## src/rtl/lifo_stack_master.sv

```systemverilog
// Command front-end for an edge-triggered 4-bit LIFO stack. Turns push/pop/clear/status
// commands into timed stack strobes, returns sampled results, and cross-checks the stack's
// flags against a shadow occupancy count.
module lifo_stack_master #(
  parameter int unsigned DATA_W     = 4,
  parameter int unsigned CAPACITY   = 7,
  parameter int unsigned OCC_W      = 4,
  parameter int unsigned STROBE_CYC = 2,
  parameter int unsigned SETTLE_CYC = 1
) (
  input  logic              clk,
  input  logic              rst_n,
  input  logic              cmd_valid,
  output logic              cmd_ready,
  input  logic [1:0]        cmd_op,
  input  logic [DATA_W-1:0] cmd_data,
  output logic              rsp_valid,
  input  logic              rsp_ready,
  output logic [DATA_W-1:0] rsp_data,
  output logic              rsp_invalid,
  output logic              rsp_empty,
  output logic              rsp_full,
  output logic [OCC_W-1:0]  occupancy,
  output logic              sync_err,
  output logic              stk_rst,
  output logic              stk_enable,
  output logic              stk_push,
  output logic              stk_pop,
  output logic [DATA_W-1:0] stk_data_in,
  input  logic [DATA_W-1:0] stk_data_out,
  input  logic              stk_empty,
  input  logic              stk_full,
  input  logic              stk_invalid
);

  localparam logic [2:0] INIT   = 3'd0;
  localparam logic [2:0] IDLE   = 3'd1;
  localparam logic [2:0] SETUP  = 3'd2;
  localparam logic [2:0] STROBE = 3'd3;
  localparam logic [2:0] SETTLE = 3'd4;
  localparam logic [2:0] RESP   = 3'd5;

  localparam logic [1:0] OP_STATUS = 2'b00;
  localparam logic [1:0] OP_PUSH   = 2'b01;
  localparam logic [1:0] OP_POP    = 2'b10;
  localparam logic [1:0] OP_CLEAR  = 2'b11;

  localparam int unsigned CntW = 8;
  localparam logic [OCC_W-1:0] OccCap = OCC_W'(CAPACITY);

  logic [2:0]        state_q, state_d;
  logic [CntW-1:0]   cnt_q, cnt_d;
  logic [1:0]        op_q, op_d;
  logic              cmd_ready_q, cmd_ready_d;
  logic              rsp_valid_q, rsp_valid_d;
  logic [DATA_W-1:0] rsp_data_q, rsp_data_d;
  logic              rsp_invalid_q, rsp_invalid_d;
  logic              rsp_empty_q, rsp_empty_d;
  logic              rsp_full_q, rsp_full_d;
  logic [OCC_W-1:0]  occupancy_q, occupancy_d;
  logic              sync_err_q, sync_err_d;
  logic              stk_rst_q, stk_rst_d;
  logic              stk_enable_q, stk_enable_d;
  logic              stk_push_q, stk_push_d;
  logic              stk_pop_q, stk_pop_d;
  logic [DATA_W-1:0] stk_data_in_q, stk_data_in_d;

  logic [OCC_W-1:0]  occ_new;
  logic              exp_inv;
  logic              mismatch;
  logic              settle_last;

  // Shadow occupancy after the latched op, and whether the stack's flags disagree with it.
  always_comb begin
    occ_new = occupancy_q;
    exp_inv = 1'b0;
    case (op_q)
      OP_PUSH: begin
        if (occupancy_q < OccCap) occ_new = occupancy_q + OCC_W'(1);
        else                      exp_inv = 1'b1;
      end
      OP_POP: begin
        if (occupancy_q != '0) occ_new = occupancy_q - OCC_W'(1);
        else                   exp_inv = 1'b1;
      end
      OP_CLEAR: occ_new = '0;
      default:  ;
    endcase
    mismatch = (stk_empty != (occ_new == '0)) ||
               (stk_full != (occ_new == OccCap)) ||
               (stk_invalid != exp_inv);
  end

  // Status skips the strobe and settles for a single cycle regardless of SETTLE_CYC.
  assign settle_last = (op_q == OP_STATUS) || (cnt_q == CntW'(SETTLE_CYC - 1));

  // Sequencer: next-state and next-output values.
  always_comb begin
    state_d       = state_q;
    cnt_d         = cnt_q;
    op_d          = op_q;
    cmd_ready_d   = cmd_ready_q;
    rsp_valid_d   = rsp_valid_q;
    rsp_data_d    = rsp_data_q;
    rsp_invalid_d = rsp_invalid_q;
    rsp_empty_d   = rsp_empty_q;
    rsp_full_d    = rsp_full_q;
    occupancy_d   = occupancy_q;
    sync_err_d    = sync_err_q;
    stk_rst_d     = stk_rst_q;
    stk_enable_d  = stk_enable_q;
    stk_push_d    = stk_push_q;
    stk_pop_d     = stk_pop_q;
    stk_data_in_d = stk_data_in_q;
    case (state_q)
      INIT: begin
        if (cnt_q == CntW'(STROBE_CYC - 1)) begin
          stk_rst_d   = 1'b0;
          cmd_ready_d = 1'b1;
          cnt_d       = '0;
          state_d     = IDLE;
        end else begin
          cnt_d = cnt_q + CntW'(1);
        end
      end
      IDLE: begin
        if (cmd_valid && cmd_ready_q) begin
          op_d        = cmd_op;
          cmd_ready_d = 1'b0;
          cnt_d       = '0;
          if (cmd_op == OP_STATUS) begin
            state_d = SETTLE;
          end else begin
            state_d    = SETUP;
            stk_push_d = (cmd_op == OP_PUSH);
            stk_pop_d  = (cmd_op == OP_POP);
            if (cmd_op == OP_PUSH) stk_data_in_d = cmd_data;
          end
        end
      end
      SETUP: begin
        cnt_d   = '0;
        state_d = STROBE;
        if (op_q == OP_CLEAR) stk_rst_d    = 1'b1;
        else                  stk_enable_d = 1'b1;
      end
      STROBE: begin
        if (cnt_q == CntW'(STROBE_CYC - 1)) begin
          stk_enable_d = 1'b0;
          stk_rst_d    = 1'b0;
          cnt_d        = '0;
          state_d      = SETTLE;
        end else begin
          cnt_d = cnt_q + CntW'(1);
        end
      end
      SETTLE: begin
        if (settle_last) begin
          if (op_q == OP_POP) rsp_data_d = stk_data_out;
          rsp_invalid_d = stk_invalid;
          rsp_empty_d   = stk_empty;
          rsp_full_d    = stk_full;
          occupancy_d   = occ_new;
          // A completed clear resets the sticky error unless the clear itself disagrees.
          sync_err_d    = (op_q == OP_CLEAR) ? mismatch : (sync_err_q | mismatch);
          rsp_valid_d   = 1'b1;
          stk_push_d    = 1'b0;
          stk_pop_d     = 1'b0;
          stk_data_in_d = '0;
          cnt_d         = '0;
          state_d       = RESP;
        end else begin
          cnt_d = cnt_q + CntW'(1);
        end
      end
      RESP: begin
        if (rsp_ready) begin
          rsp_valid_d = 1'b0;
          cmd_ready_d = 1'b1;
          state_d     = IDLE;
        end
      end
      default: begin
        cnt_d     = '0;
        stk_rst_d = 1'b1;
        state_d   = INIT;
      end
    endcase
  end

  // State and registered outputs; reset aborts any operation in flight.
  always_ff @(posedge clk or negedge rst_n) begin
    if (!rst_n) begin
      state_q       <= INIT;
      cnt_q         <= '0;
      op_q          <= OP_STATUS;
      cmd_ready_q   <= 1'b0;
      rsp_valid_q   <= 1'b0;
      rsp_data_q    <= '0;
      rsp_invalid_q <= 1'b0;
      rsp_empty_q   <= 1'b1;
      rsp_full_q    <= 1'b0;
      occupancy_q   <= '0;
      sync_err_q    <= 1'b0;
      stk_rst_q     <= 1'b1;
      stk_enable_q  <= 1'b0;
      stk_push_q    <= 1'b0;
      stk_pop_q     <= 1'b0;
      stk_data_in_q <= '0;
    end else begin
      state_q       <= state_d;
      cnt_q         <= cnt_d;
      op_q          <= op_d;
      cmd_ready_q   <= cmd_ready_d;
      rsp_valid_q   <= rsp_valid_d;
      rsp_data_q    <= rsp_data_d;
      rsp_invalid_q <= rsp_invalid_d;
      rsp_empty_q   <= rsp_empty_d;
      rsp_full_q    <= rsp_full_d;
      occupancy_q   <= occupancy_d;
      sync_err_q    <= sync_err_d;
      stk_rst_q     <= stk_rst_d;
      stk_enable_q  <= stk_enable_d;
      stk_push_q    <= stk_push_d;
      stk_pop_q     <= stk_pop_d;
      stk_data_in_q <= stk_data_in_d;
    end
  end

  assign cmd_ready   = cmd_ready_q;
  assign rsp_valid   = rsp_valid_q;
  assign rsp_data    = rsp_data_q;
  assign rsp_invalid = rsp_invalid_q;
  assign rsp_empty   = rsp_empty_q;
  assign rsp_full    = rsp_full_q;
  assign occupancy   = occupancy_q;
  assign sync_err    = sync_err_q;
  assign stk_rst     = stk_rst_q;
  assign stk_enable  = stk_enable_q;
  assign stk_push    = stk_push_q;
  assign stk_pop     = stk_pop_q;
  assign stk_data_in = stk_data_in_q;

endmodule

```

## config.mk

```make
export PLATFORM = sky130hd
export DESIGN_NAME = lifo_stack_master
export DESIGN_NICKNAME = d
export VERILOG_FILES = /design/src/rtl/lifo_stack_master.sv
export SDC_FILE = /design/constraint.sdc
export NUM_CORES = 1
export LEC_CHECK = 0
export BUFFER_PORTS_ARGS = -buffer_cell sky130_fd_sc_hd__buf_2
export CORE_ASPECT_RATIO = 1.2
export CORE_MARGIN = 1
export CORE_UTILIZATION = 52
export CTS_BUF_LIST = sky130_fd_sc_hd__clkbuf_4
export CTS_CLUSTER_SIZE = 10
export DETAILED_ROUTE_END_ITERATION = 16
export GPL_TIMING_DRIVEN = 1
export PLACE_DENSITY = 0.87
export SETUP_SLACK_MARGIN = 0.2
export SYNTH_ARGS = -nofsm -noshare
export SYNTH_HDL_FRONTEND = slang
export SYNTH_SLANG_ARGS = --single-unit
```

## constraint.sdc

```tcl
create_clock -name clk -period 1.9 [get_ports clk]
set_input_delay 0 -clock clk [delete_from_list [all_inputs] [get_ports clk]]
set_output_delay 0 -clock clk [all_outputs]
set_load 0.02 [all_outputs]
```

==> impl_metrics.json <==
{
  "status": "finished, violations left",
  "violations": "setup timing",
  "drt_pass1_iterations": 6,
  "hpwl_um": 3740,
  "cap_violations": 0,
  "fin_hold_ws_ns": 0.284,
  "max_stage_delay_ns": 0.47,
  "drtIter0Drc": 253,
  "antenna_found_initial": 0,
  "drt_wl_total_um": 8440,
  "finalSetupViolCount": 27,
  "end_kind": "register",
  "grt_pass1_wl_um": 10700,
  "worstHoldPathType": "input port to asynchronous set/reset pin",
  "dieArea_um2": 4320,
  "seq_area_frac_synth_pct": 41.6,
  "overflow": 0,
  "nets": 355,
  "gp_congestion": 0.924,
  "clk-insertion-delay-late_ns": 0.36,
  "synth.area.mux_share_pct": 5.75,
  "yosys.area_share.simple_pct": 21.1,
  "dieHeight_um": 71.8,
  "place.port_buffers": 38,
  "finalCritPeriodShare_pct": 121,
  "worstSetupPathType": "register to register",
  "design_area_um2": 3330,
  "htree_levels": 2,
  "crit_fanout": 5,
  "netlist_top_cells_area": "dfrtp_1 (39%), ha_1 (5.3%), mux2_1 (4.8%), nand2_1 (3.4%), nor2_1 (3.4%)",
  "initial_core_util_pct": 54.0,
  "clock_path_buffers": 2,
  "ys_ff_latch": 35,
  "wl_per_cell_um": 22.0,
  "grt_max_degree": 36,
  "ir_drop_uv": 357,
  "route.detailed.drc": 0,
  "syn_to_final_growth_pct": 57.7,
  "synth_enable_flop_cells": 0,
  "synth-async-reset-ratio_pct": 100,
  "cts.sinks": 35,
  "hold_viol": 0,
  "worst_slew_pin_slew_ns": 0.811,
  "synth_top_family_by_area": "simple AND/OR/NAND/NOR gates",
  "drive_above_1_share_pct": 51.2,
  "core-area_um2": 3910,
  "cp_top_family": "compound AO/OA/AOI/OAI gates",
  "vias_per_cell": 6.42,
  "required_ns": 2.15,
  "io_pins": 39,
  "synthFlopType": "dfrtp_1",
  "start_kind": "register",
  "root_buffer": "clkbuf_4",
  "synth_largest_area_cell": "dfrtp_1",
  "synth_nets": 253,
  "first_global_vias": 2318,
  "clock.fmax_ghz": 0.434,
  "total_power_mw": 1.28,
  "synth_top_area_share_pct": 39.1,
  "leakagePower_nw": 1.55,
  "slew-limit-headroom_pct": 46.0,
  "cts_tree": "done",
  "fin_ws_ns": -0.405,
  "fin_util_pct": 85.2,
  "cts_buffers": 5,
  "netlist_area_um2": 2110,
  "path_cells": "inv_2 > ha_2 > buf_4 > a32oi_1 > o21ai_1 > nor4_2 > mux2i_1 > a31oi_1",
  "rsz0062_at_grt": "yes",
  "diodes": 0,
  "synth_xor_area_share_pct": 2.07,
  "cellPowerDensity_nw_per_um2": 386,
  "synth_cell_types": 53,
  "crit_buf_inv": 2,
  "finalClockSkew_ns": 0.0213,
  "placed_cell_area_um2": 2600,
  "antenna_left": 0,
  "syn_area_per_cell_um2": 9.30,
  "synthCells": 227,
  "min_period_ns": 2.31,
  "synth_warnings": 0,
  "worst-endpoint-arrival_ns": 2.55,
  "yosys.area_share.adder_pct": 5.33,
  "grt_usage_pct": 33.8,
  "drv_slew": 0,
  "path_clk_slew_ns": 0.13,
  "via_count": 2465,
  "rows": 25,
  "synth-compound-area-share_pct": 19.0,
  "setup_tns_ns": -2.68,
  "die_w_um": 60.2,
  "crit_slowest_cell": "dfrtp_1"
}
-- where the power goes --
part	leakage, nW	switching (mW)	internal (mW)
clock	0.0272	0.292	0.141
sequential	0.413	0.00300	0.750
combinational	1.11	0.0509	0.0476
-- routing by layer --
metal	vias to the layer above	global-route usage [%]	share of wire (%)
li1	1024	-	-
met1	1165	36.0	35
met2	199	58.6	50
met3	77	7.04	8.4
met4	0	21.7	7.4
met5	-	0	0
-- what timing repair did --
action                     in CTS  in global routing
pin swaps                      14                 10
buffers inserted               12                 11
gates cloned                    1                  0
hold buffers                   16                  0
gates resized for setup        38                 42
hold endpoints to repair       49                  0
setup endpoints to repair      24                 33
-- state kept, by name, summed over array words and instances, names as in the netlist --
signal	cells
rsp_empty	1
op_q	2
sync_err	1
cmd_ready	1
occupancy	4
rsp_valid	1
stk_data_in	4
cnt_q	8
stk_enable	1
rsp_full	1
stk_pop	1
rsp_invalid	1
rsp_data	4
state_q	3
stk_push	1
stk_rst	1
-- stage by stage --
step           instances  setup WS (ns)
5_1_grt              384         -0.467
3_3_place_gp         336        -0.0606
4_1_cts              373         -0.153
6_report             384         -0.405
2_1_floorplan        227        -0.0751
3_5_place_dp         336         -0.188
-- final cells by class --
| type | instances | area, um2 |
|---|---|---|
| Inverter | 14 | 52.6 |
| Clock buffer | 5 | 37.5 |
| Fill cell | 162 | 579 |
| Tap cell | 54 | 67.6 |
| Sequential cell | 35 | 886 |
| Clock inverter | 3 | 20.0 |
| Multi-Input combinational cell | 167 | 1430 |
| Timing Repair Buffer | 106 | 835 |
-- Yosys cell counts (all sizes together) (2+ instances only) --
| library cell | count |
|---|---|
| and3 | 3 |
| o2bb2ai | 2 |
| nand3 | 5 |
| nand4b | 2 |
| nor4 | 3 |
| nand3b | 6 |
| a32oi | 2 |
| nand2 | 19 |
| mux2 | 9 |
| nor3 | 4 |
| mux2i | 2 |
| o22ai | 2 |
| o21ai | 24 |
| a21oi | 13 |
| a31oi | 5 |
| nor2b | 6 |
| dfstp | 2 |
| inv | 14 |
| o211ai | 2 |
| and4b | 2 |
| nand4 | 2 |
| a21o | 2 |
| buf | 6 |
| nor2 | 19 |
| ha | 9 |
| nand2b | 2 |
| xor2 | 5 |
| dfrtp | 33 |
| a22oi | 2 |
| clkbuf | 5 |
-- path summary, 6_finish.rpt --
kind | startpoint | to | depth (start not counted) | slack (ns)
max in group asynchronous | rst_n | state_q[0] | 2 | 1.02
worst max-delay path | op_q[0] | sync_err | 8 | -0.41
worst min-delay path | rst_n | occupancy[1] | 2 | 0.28
worst max register to register | op_q[0] | sync_err | 8 | -0.41
worst min register to register | rsp_valid | rsp_valid | 1 | 0.52
min in group clk | stk_data_out[3] | rsp_data[3] | 3 | 0.41
-- placed cells by master (no fill, tap or decap), types with 3 or more instances in the layout --
cell type,Yosys,layout
a21oi_1,13,8
a21oi_2,0,5
a31oi_4,0,3
buf_2,3,38
buf_4,1,36
buf_6,1,13
clkbuf_4,0,5
dfrtp_1,33,27
dfrtp_2,0,6
dlygate4sd3_1,0,16
ha_1,9,4
ha_2,0,3
inv_1,14,10
inv_2,0,4
mux2_4,0,9
nand2_1,19,14
nand2_2,0,3
nand3_1,5,4
nand3b_1,6,6
nor2_1,19,13
nor2_2,0,4
nor2b_1,6,5
o21ai_0,12,7
o21ai_1,12,11
o21ai_2,0,5
xor2_1,5,5
-- kinds of logic after synthesis --
family | count (synthesis)
simple gates | 79
compound gates | 63
flops | 35
buf+inv | 25
mux | 11
fa+ha+maj | 9
xor+xnor | 5
(Power assumes the default switching activity.)
